File: src/rtl/prio_rr_arbiter.sv
// Output-port arbiter for the router switch-allocation stage.
// Picks the highest-priority requester (one-hot priority fields), breaks ties
// round-robin, and holds the grant for a whole packet until the tail handshake.
// Optional starvation guard: define STARVATION_GUARD_EN to add per-port
// saturating wait counters that promote long-waiting ports to top priority.
module prio_rr_arbiter #(
  parameter int unsigned NUM_REQ    = 4,
  parameter int unsigned PRIO_W     = 4,
  parameter int unsigned WAIT_LIMIT = 8
) (
  input  logic                       clk_i,
  input  logic                       rst_i,
  input  logic [NUM_REQ-1:0]         req_i,
  input  logic [NUM_REQ*PRIO_W-1:0]  prio_i,
  input  logic [NUM_REQ-1:0]         tail_i,
  input  logic                       ready_i,
  output logic [NUM_REQ-1:0]         grant_o,
  output logic                       grant_valid_o,
  output logic [$clog2(NUM_REQ)-1:0] grant_idx_o,
  output logic                       xfer_o
);

  localparam int unsigned IdxW = $clog2(NUM_REQ);

  localparam logic [PRIO_W-1:0] LowPrio = PRIO_W'(1);
  localparam logic [PRIO_W-1:0] TopPrio = PRIO_W'(1) << (PRIO_W - 1);

  // Pairwise compare encoding: left operand strictly higher.
  localparam logic [1:0] CmpLeft = 2'b01;

  typedef enum logic [0:0] {
    StIdle,
    StLocked
  } state_e;

  // Elaboration-time parameter sanity checks.
  if (NUM_REQ < 2 || NUM_REQ > 8) begin : g_bad_num_req
    $error("prio_rr_arbiter: NUM_REQ must be in 2..8");
  end
  if (PRIO_W < 2) begin : g_bad_prio_w
    $error("prio_rr_arbiter: PRIO_W must be at least 2");
  end
  // The wait counters are 4 bits wide, so the limit must be reachable.
  if (WAIT_LIMIT < 1 || WAIT_LIMIT > 15) begin : g_bad_wait_limit
    $error("prio_rr_arbiter: WAIT_LIMIT must be in 1..15");
  end

  // A field is valid only when exactly one bit is set.
  function automatic logic is_onehot(logic [PRIO_W-1:0] v);
    return (v != '0) && ((v & (v - PRIO_W'(1))) == '0);
  endfunction

  // One-hot fields order numerically, so a plain magnitude compare suffices.
  // Returns 01 when left is higher, 10 when right is higher, 00 when equal.
  function automatic logic [1:0] prio_cmp(logic [PRIO_W-1:0] left, logic [PRIO_W-1:0] right);
    if (left > right) begin
      return 2'b01;
    end else if (left < right) begin
      return 2'b10;
    end
    return 2'b00;
  endfunction

  state_e                 state_q, state_d;
  logic [NUM_REQ-1:0]     grant_q, grant_d;
  logic [IdxW-1:0]        grant_idx_q, grant_idx_d;
  logic [IdxW-1:0]        rr_ptr_q, rr_ptr_d;

  logic [NUM_REQ-1:0]     promoted;
  logic [PRIO_W-1:0]      eff_prio [NUM_REQ];
  logic [PRIO_W-1:0]      best_prio;
  logic                   best_valid;
  logic [NUM_REQ-1:0]     cand;
  logic [IdxW-1:0]        win_idx;
  logic                   win_found;
  logic [IdxW-1:0]        scan_idx;
  logic [IdxW-1:0]        next_ptr;
  logic                   xfer;
  logic                   release_pkt;

`ifdef STARVATION_GUARD_EN
  localparam logic [3:0] WaitLimit = 4'(WAIT_LIMIT);
  localparam logic [3:0] WaitMax   = 4'hf;

  logic [3:0] wait_cnt_q [NUM_REQ];
  logic [3:0] wait_cnt_d [NUM_REQ];

  // Ports that have waited long enough are lifted to the top priority level.
  always_comb begin
    for (int k = 0; k < NUM_REQ; k++) begin
      promoted[k] = (wait_cnt_q[k] >= WaitLimit);
    end
  end

  // Count lost IDLE arbitrations; clear on grant or when idle without a request.
  always_comb begin
    for (int k = 0; k < NUM_REQ; k++) begin
      wait_cnt_d[k] = wait_cnt_q[k];
      if (state_q == StIdle) begin
        if (!req_i[k] || (win_idx == IdxW'(k))) begin
          wait_cnt_d[k] = '0;
        end else if (wait_cnt_q[k] != WaitMax) begin
          wait_cnt_d[k] = wait_cnt_q[k] + 4'd1;
        end
      end
    end
  end

  // Wait counter registers.
  always_ff @(posedge clk_i) begin
    if (rst_i) begin
      for (int k = 0; k < NUM_REQ; k++) begin
        wait_cnt_q[k] <= '0;
      end
    end else begin
      for (int k = 0; k < NUM_REQ; k++) begin
        wait_cnt_q[k] <= wait_cnt_d[k];
      end
    end
  end
`else
  assign promoted = '0;
`endif

  // Decode each field to an effective one-hot level; invalid fields drop to the lowest.
  always_comb begin
    for (int k = 0; k < NUM_REQ; k++) begin
      if (promoted[k]) begin
        eff_prio[k] = TopPrio;
      end else if (is_onehot(prio_i[k*PRIO_W +: PRIO_W])) begin
        eff_prio[k] = prio_i[k*PRIO_W +: PRIO_W];
      end else begin
        eff_prio[k] = LowPrio;
      end
    end
  end

  // Find the highest level among requesters and mark every requester at that level.
  always_comb begin
    best_prio  = '0;
    best_valid = 1'b0;
    for (int k = 0; k < NUM_REQ; k++) begin
      if (req_i[k]) begin
        if (!best_valid || (prio_cmp(eff_prio[k], best_prio) == CmpLeft)) begin
          best_prio  = eff_prio[k];
          best_valid = 1'b1;
        end
      end
    end
    for (int k = 0; k < NUM_REQ; k++) begin
      cand[k] = req_i[k] && best_valid && (eff_prio[k] == best_prio);
    end
  end

  // Round-robin pick: first candidate at or after rr_ptr, wrapping to 0.
  always_comb begin
    win_idx   = '0;
    win_found = 1'b0;
    scan_idx  = '0;
    for (int i = 0; i < NUM_REQ; i++) begin
      scan_idx = IdxW'((int'(rr_ptr_q) + i) % NUM_REQ);
      if (!win_found && cand[scan_idx]) begin
        win_idx   = scan_idx;
        win_found = 1'b1;
      end
    end
  end

  // Transfer and end-of-packet detection for the locked port.
  always_comb begin
    xfer        = (state_q == StLocked) && req_i[grant_idx_q] && ready_i;
    release_pkt = xfer && tail_i[grant_idx_q];
    next_ptr    = (grant_idx_q == IdxW'(NUM_REQ - 1)) ? '0 : grant_idx_q + IdxW'(1);
  end

  // FSM state register.
  always_ff @(posedge clk_i) begin
    if (rst_i) begin
      state_q <= StIdle;
    end else begin
      state_q <= state_d;
    end
  end

  // FSM next state: lock on any request, unlock on the tail handshake.
  always_comb begin
    state_d = state_q;
    unique case (state_q)
      StIdle: begin
        if (|req_i) begin
          state_d = StLocked;
        end
      end
      StLocked: begin
        if (release_pkt) begin
          state_d = StIdle;
        end
      end
      default: state_d = StIdle;
    endcase
  end

  // Grant and round-robin pointer next-state.
  always_comb begin
    grant_d     = grant_q;
    grant_idx_d = grant_idx_q;
    rr_ptr_d    = rr_ptr_q;
    unique case (state_q)
      StIdle: begin
        if (|req_i) begin
          grant_d     = NUM_REQ'(1) << win_idx;
          grant_idx_d = win_idx;
        end
      end
      StLocked: begin
        if (release_pkt) begin
          grant_d     = '0;
          grant_idx_d = '0;
          rr_ptr_d    = next_ptr;
        end
      end
      default: begin
        grant_d     = '0;
        grant_idx_d = '0;
      end
    endcase
  end

  // Grant and round-robin pointer registers.
  always_ff @(posedge clk_i) begin
    if (rst_i) begin
      grant_q     <= '0;
      grant_idx_q <= '0;
      rr_ptr_q    <= '0;
    end else begin
      grant_q     <= grant_d;
      grant_idx_q <= grant_idx_d;
      rr_ptr_q    <= rr_ptr_d;
    end
  end

  // FSM outputs.
  always_comb begin
    grant_o       = grant_q;
    grant_valid_o = (state_q == StLocked);
    grant_idx_o   = grant_idx_q;
    xfer_o        = xfer;
  end

endmodule

File: config.mk
export PLATFORM = sky130hd
export DESIGN_NAME = prio_rr_arbiter
export DESIGN_NICKNAME = d
export VERILOG_FILES = /design/src/rtl/prio_rr_arbiter.sv
export SDC_FILE = /design/constraint.sdc
export NUM_CORES = 1
export LEC_CHECK = 0
export ABC_AREA = 1
export BUFFER_PORTS_ARGS = -buffer_cell sky130_fd_sc_hd__buf_2
export CAP_MARGIN = 20
export CORE_MARGIN = 3
export CORE_UTILIZATION = 45
export CTS_BUF_LIST = sky130_fd_sc_hd__clkbuf_16
export DETAILED_ROUTE_END_ITERATION = 10
export PLACE_DENSITY_LB_ADDON = 0.12
export SLEW_MARGIN = 10
export SYNTH_ARGS = -nofsm -noshare
export SYNTH_HDL_FRONTEND = slang
export SYNTH_SLANG_ARGS = --single-unit
File: constraint.sdc
create_clock -name clk_i -period 6.7 [get_ports clk_i]
set_input_delay 1.34 -clock clk_i [delete_from_list [all_inputs] [get_ports clk_i]]
set_output_delay 1.34 -clock clk_i [all_outputs]
set_load 0.005 [all_outputs]
# Yosys cells after proc, flatten, opt, wreduce, memory -nomap -nowiden

Cells that the tools add are included.

Multiplexer cells: 68
$add $sub $neg: 8
Reductions and logical operators: 38
Equality and inequality tests: 10
Shift-type cells: 1
Bitwise gates (word level): 5
$lt $le $gt $ge: 11

Operators with widths:

| cell                  | count |
|---|---|
| $mux W4               | 13 |
| $mux W2               | 19 |
| $mux W1               | 27 |
| $logic_and A1 B1 Y1   | 18 |
| $and A4 B4 Y4         | 4 |
| $eq A4 B4 Y1          | 4 |
| $logic_not A4 Y1      | 4 |
| $reduce_bool A4 Y1    | 4 |
| $sub A4 B1 Y4 const B | 4 |
| $lt A2 B3 Y1 const B  | 5 |
| $bmux W1 S2           | 6 |
| $gt A4 B4 Y1          | 3 |
| $lt A4 B4 Y1          | 3 |
| $pmux W4 S2           | 1 |
| $eq A2 B1 Y1 const B  | 3 |
| $logic_not A1 Y1      | 6 |
| $add A2 B1 Y2 const B | 2 |
| $add A2 B2 Y2 const B | 2 |
| $pmux W2 S2           | 1 |
| $reduce_and A2 Y1     | 2 |
| $reduce_or A4 Y1      | 1 |
| $shl A1 B2 Y4 const A | 1 |
| $logic_or A1 B1 Y1    | 3 |
| $eq A2 B2 Y1 const B  | 1 |
| other kinds (4)       | 4 |

Register bits: 9

# Longest topological paths before layout

Word-level depth: 53
Depth in mapped cells: 54

# Worst setup path before layout

OpenSTA, ideal clock, no wires.

Kind: input -> register
Start: input port prio_i[2]
End: register grant_q[2], in the netlist grant_o[2]
Data arrival time: 5.707 ns
Setup slack: 0.866 ns
Stages: 48
Cells stage by stage: inv_1 nand2_1 o21ai_0 nand3_1 nor2_2 inv_1 ha_1 nand2_1 nand2_1 nand2_1 nand2_1 nand2_1 nand2_2 nand2_1 nand2_1 and2_1 ha_1 inv_1 [... 12 more ...] o21ai_0 o21ai_1 nand2_2 clkinv_1 nand2_1 nand2_2 o21ai_2 nor2_1 nand2_1 nand2_1 nand3_1 nand2_1 nor2_2 nand4_1 nand2_2 nor2_1 nor2_1 nor2_1

Cells in the longest elaborated chain, start to end: 53
Elaborated cells on any way between the ends: 87
Those cells by class: 1 x add/sub; 6 x order compare; 7 x eq/ne; 1 x shift; 49 x mux; 1 x bitwise; 22 x reduce/logical

Ends and longest elaborated chain:

| element                | RTL line | text |
|---|---|---|
| start: declaration     | 14       | `input logic [NUM_REQ*PRIO_W-1:0] prio_i,` |
| $sub A4 B1 Y4          | 50       | `return (v != '0) && ((v & (v - PRIO_W'(1))) == '0);` |
| $and A4 B4 Y4          | 50       |  |
| $logic_not A4 Y1       | 50       |  |
| $logic_and A1 B1 Y1    | 50       |  |
| $mux W4 (*)            | 130      | `end else if (is_onehot(prio_i[k*PRIO_W +: PRIO_W])) begin` |
| $mux W4                | 143      | `if (req_i[k]) begin` |
| $lt A4 B4 Y1           | 58       | `end else if (left < right) begin` |
| $mux W1                | 58       |  |
| [... 37 more ...]      | --       |  |
| $logic_and A1 B1 Y1    | 162      | `if (!win_found && cand[scan_idx]) begin` |
| $mux W1                | 162      |  |
| $logic_not A1 Y1       | 162      |  |
| $logic_and A1 B1 Y1    | 162      |  |
| $mux W2 (*)            | 162      |  |
| $shl A1 B2 Y4 (*)      | 211      | `grant_d = NUM_REQ'(1) << win_idx;` |
| $mux W4 (*)            | 210      | `if (\|req_i) begin` |
| $pmux W4 S2 (*)        | 208      | `unique case (state_q)` |
| end signal: assignment | 236      | `grant_q <= grant_d;` |
| end: declaration       | 65       | `logic [NUM_REQ-1:0] grant_q, grant_d;` |

Mark *: on every way between the ends. The rest lies on a longest branch, timed or not. The select of a mux whose other input is x is not followed.
A chain may end at the register's enable or synchronous reset.

# Final worst setup path

Start: input port prio_i[2]
End: register grant_q[1], in the netlist grant_o[1]

Same word-level chain as after synthesis.

==> key figures <==
Worst setup path
  – Kind of cell adding the most delay to the critical path: simple AND/OR/NAND/NOR gates
  – WS Path Type: input pin to register
  – Crit end category: register
  – Worst EP required: 6.87 ns
  – Startpoint Class: input pin
  – Max incr delay on CP: just under 0.3 ns
  – Slowest cell on crit path: ha_1
  – Buf/Inv on CP: 9
  – CP Data Arrival Time: 6.35 ns
  – Crit-path max FO: 5
  – Critical path's most frequent cell: nand2_1

Clock tree
  – Num CTS Buffers: 3
  – H-tree depth: 1
  – CTS tree: yes
  – Num Clock Sinks: 9
  – Clock Path Buffers: 2
  – Hold_buf cts: 0
  – Clock slew seen by the registers of the worst setup and hold paths: 0.04 ns
  – Root Driver: clkbuf_16
  – Clk_lat worst skew: 0.23 ns

Layout
  – Share of layout cells above drive strength 1: 32.0%
  – Final net count: 400
  – FILL cells: 327
  – P&R area growth vs syn: 31.8%
  – Final core occ: 65.0%
  – # diodes: 0

STA
  – Clk_skew: 0.00214 ns
  – Final Critical Period: 6.19 ns
  – Fmax: 162 MHz
  – Slew HR: 75.0%
  – Period utilization: 92.4%
  – # setup viols final: 0
  – Final hold vios: 0
  – Worst-margin pin slew: about 0.37 ns
  – Fin. max-slew vios: 0

Synthesis
  – Simple-gate area share of the yosys netlist: 55.1%
  – XOR/XNOR share of the synthesized area: 1.44%
  – Cell variety after synth: 31
  – Most used DFF post-synth: dfxtp_1
  – Register area share after synthesis: 10.4%
  – Synthesized instance count: 319
  – Yosys warns: 0
  – Most frequent cells after synthesis: 101 x nand2_1, 46 x inv_1, 37 x nand3_1
  – Mapped Area: 1740 um2
  – Post-synthesis compound-gate area fraction: ~11%
  – Ys async rst share: 0%
  – Post-synth EDFFs: 0
  – Mapped Avg Cell Area: 5.44 um2
  – Largest family of logic cells by synthesized area: simple AND/OR/NAND/NOR gates
  – Count leader, synth: nand2_1
  – Adder and majority cell fraction of the synthesized area: 9.37%
  – Synthesized flop and latch total: 9
  – Post-synth top area share: roughly 22%
  – Syn_nets: 359
  – Mux share of post-synthesis cell area: 0%
  – Area leader, netlist: nand2_1
  – Largest cells by area after synthesis: nand2_1 22%, nand3_1 11%, dfxtp_1 10%

Floorplanning
  – Initial core utilization: 49.3%
  – Top-level I/O count: 35
  – Die width: 68.1 um
  – # rows: 21
  – Total core area: 3520 um2
  – Die span in y: 68.1 um
  – Die area: 4640 um2

Drt
  – Via count: 2049
  – DRT Pass-1 Iters: 4
  – DRC: 0
  – WL final: 4570 um
  – Antenna-violating nets left: 0
  – WL/cell: 11.3 um
  – Via density: slightly above 5
  – Initial DRC count: 65

Pwr
  – Logic gate share of total power: 62.0%
  – Clock Power Share: 22.0%
  – Sw Ratio: 45.9%
  – Pleak: roughly 1.3 nW
  – Tot Pwr: 468 uW
  – Int Power: 253 uW
  – PD cells: 205 nW/um2
  – Net Switching: between 200 and 250 uW
  – Peak VDD IR: 0.231 mV
  – Seq pwr share: 16.0%

Global route
  – Pin count of the biggest net entering global routing: 11
  – Initial antenna violation count: 0
  – GRT Total Usage: 19.7%
  – Global route overflow: 0
  – Vias in the first global route: 1811
  – First-pass GRT wire length: roughly 7400 um

Placed design
  – PortBufs: 34
  – Gp weighted congestion: 0.876
  – Hpwl dp: 3500 um

Status
  – Status: finished, final reports clean

Job
  – Max cap viols: 0

Worst hold path
  – HP Class: register to register
## final timing paths
path	end	slack (ns)	cells after the start	start
max	grant_o[1]	0.51	53	prio_i[2]
min	grant_o[1]	0.48	2	grant_o[1]
max reg2reg	grant_o[1]	4.44	14	rr_ptr_q[0]
min reg2reg	grant_o[1]	0.48	2	grant_o[1]
## cell type report
| cell class | count | area [um2] | share of cell area [%] |
|---|---|---|---|
| Sequential cell | 9 | 180 | 7.87 |
| Timing Repair Buffer | 40 | 219 | 9.57 |
| Tap cell | 46 | 57.6 | 2.52 |
| Clock buffer | 3 | 75.1 | 3.28 |
| Inverter | 54 | 205 | 8.97 |
| Multi-Input combinational cell | 252 | 1550 | 67.6 |
| Clock inverter | 1 | 3.75 | 0.164 |
## repair_timing
action                                  CTS  global route
endpoints found under the setup margin    0             6
resized for setup                         0            54
buffers inserted                          0             6
## placed cells by master, fill, tap and decap left out, types with 4 or more instances in the layout
master and count:
a21oi_1 9, buf_4 5, ha_1 11, nand3_1 31
nand4_1 9, nor2_1 22, buf_2 34, nand2_2 21
o21ai_2 4, inv_2 6, inv_1 47, dfxtp_1 9
nand2_4 6, nand3_2 14, nand2_1 86, nor2_2 7
o21ai_1 5
## per-stage QoR
stage,instance area (um2),setup slack (ns),std cells,setup TNS [ns],hold WS [ns]
after floorplan,1740,0.866,319,0,0.460
after global placement,1950,0.181,395,0,0.453
after detailed placement,1950,0.0873,395,0,0.456
after CTS,2030,0.270,399,0,0.467
after global routing,2290,-0.00558,405,-0.00558,0.498
final,2290,0.512,405,0,0.475
## logic make-up after synthesis
group / after synthesis
AOI/OAI and AO/OA: 32
xor gates and xnor gates: 2
buffers and inverters: 58
DFF: 9
adders and majority gates: 13
and+or+nand+nor: 205
## worst register-to-register path, stage by stage (launching register included)
cell      delay (ns)
dfxtp_1         0.53
clkinv_1        0.42
nand2_1         0.15
nand2_1         0.15
inv_1           0.18
nand3_1         0.09
nand2_1         0.07
nand3_1         0.08
nand2_1         0.07
inv_1           0.04
nand2_2         0.09
buf_4           0.13
inv_1           0.03
nand3_1         0.07
a21oi_2         0.05
## flip-flops by register name (all words and copies together), names as in the netlist
signal	cells
rr_ptr_q	2
grant_o	4
grant_valid_o	1
grant_idx_o	2
## power by group through the flow
stage	clock network, mW	registers, mW	logic [mW]
global route	0.106	0.0768	0.326
floorplan	0	0.0716	0.178
CTS	0.105	0.0749	0.231
global placement	0	0.0750	0.226
detailed placement	0	0.0752	0.228
finish	0.103	0.0751	0.290
## per-layer routing
metal / share of wire (%) / up-vias / track usage (%)
li1: - / 1108 / -
met1: 49 / 903 / 26.7
met2: 47 / 36 / 34.4
met3: 3.8 / 2 / 2.46
met4: 0.11 / 0 / 1.49
met5: 0 / - / 0
Power figures use the tool's default switching activity.
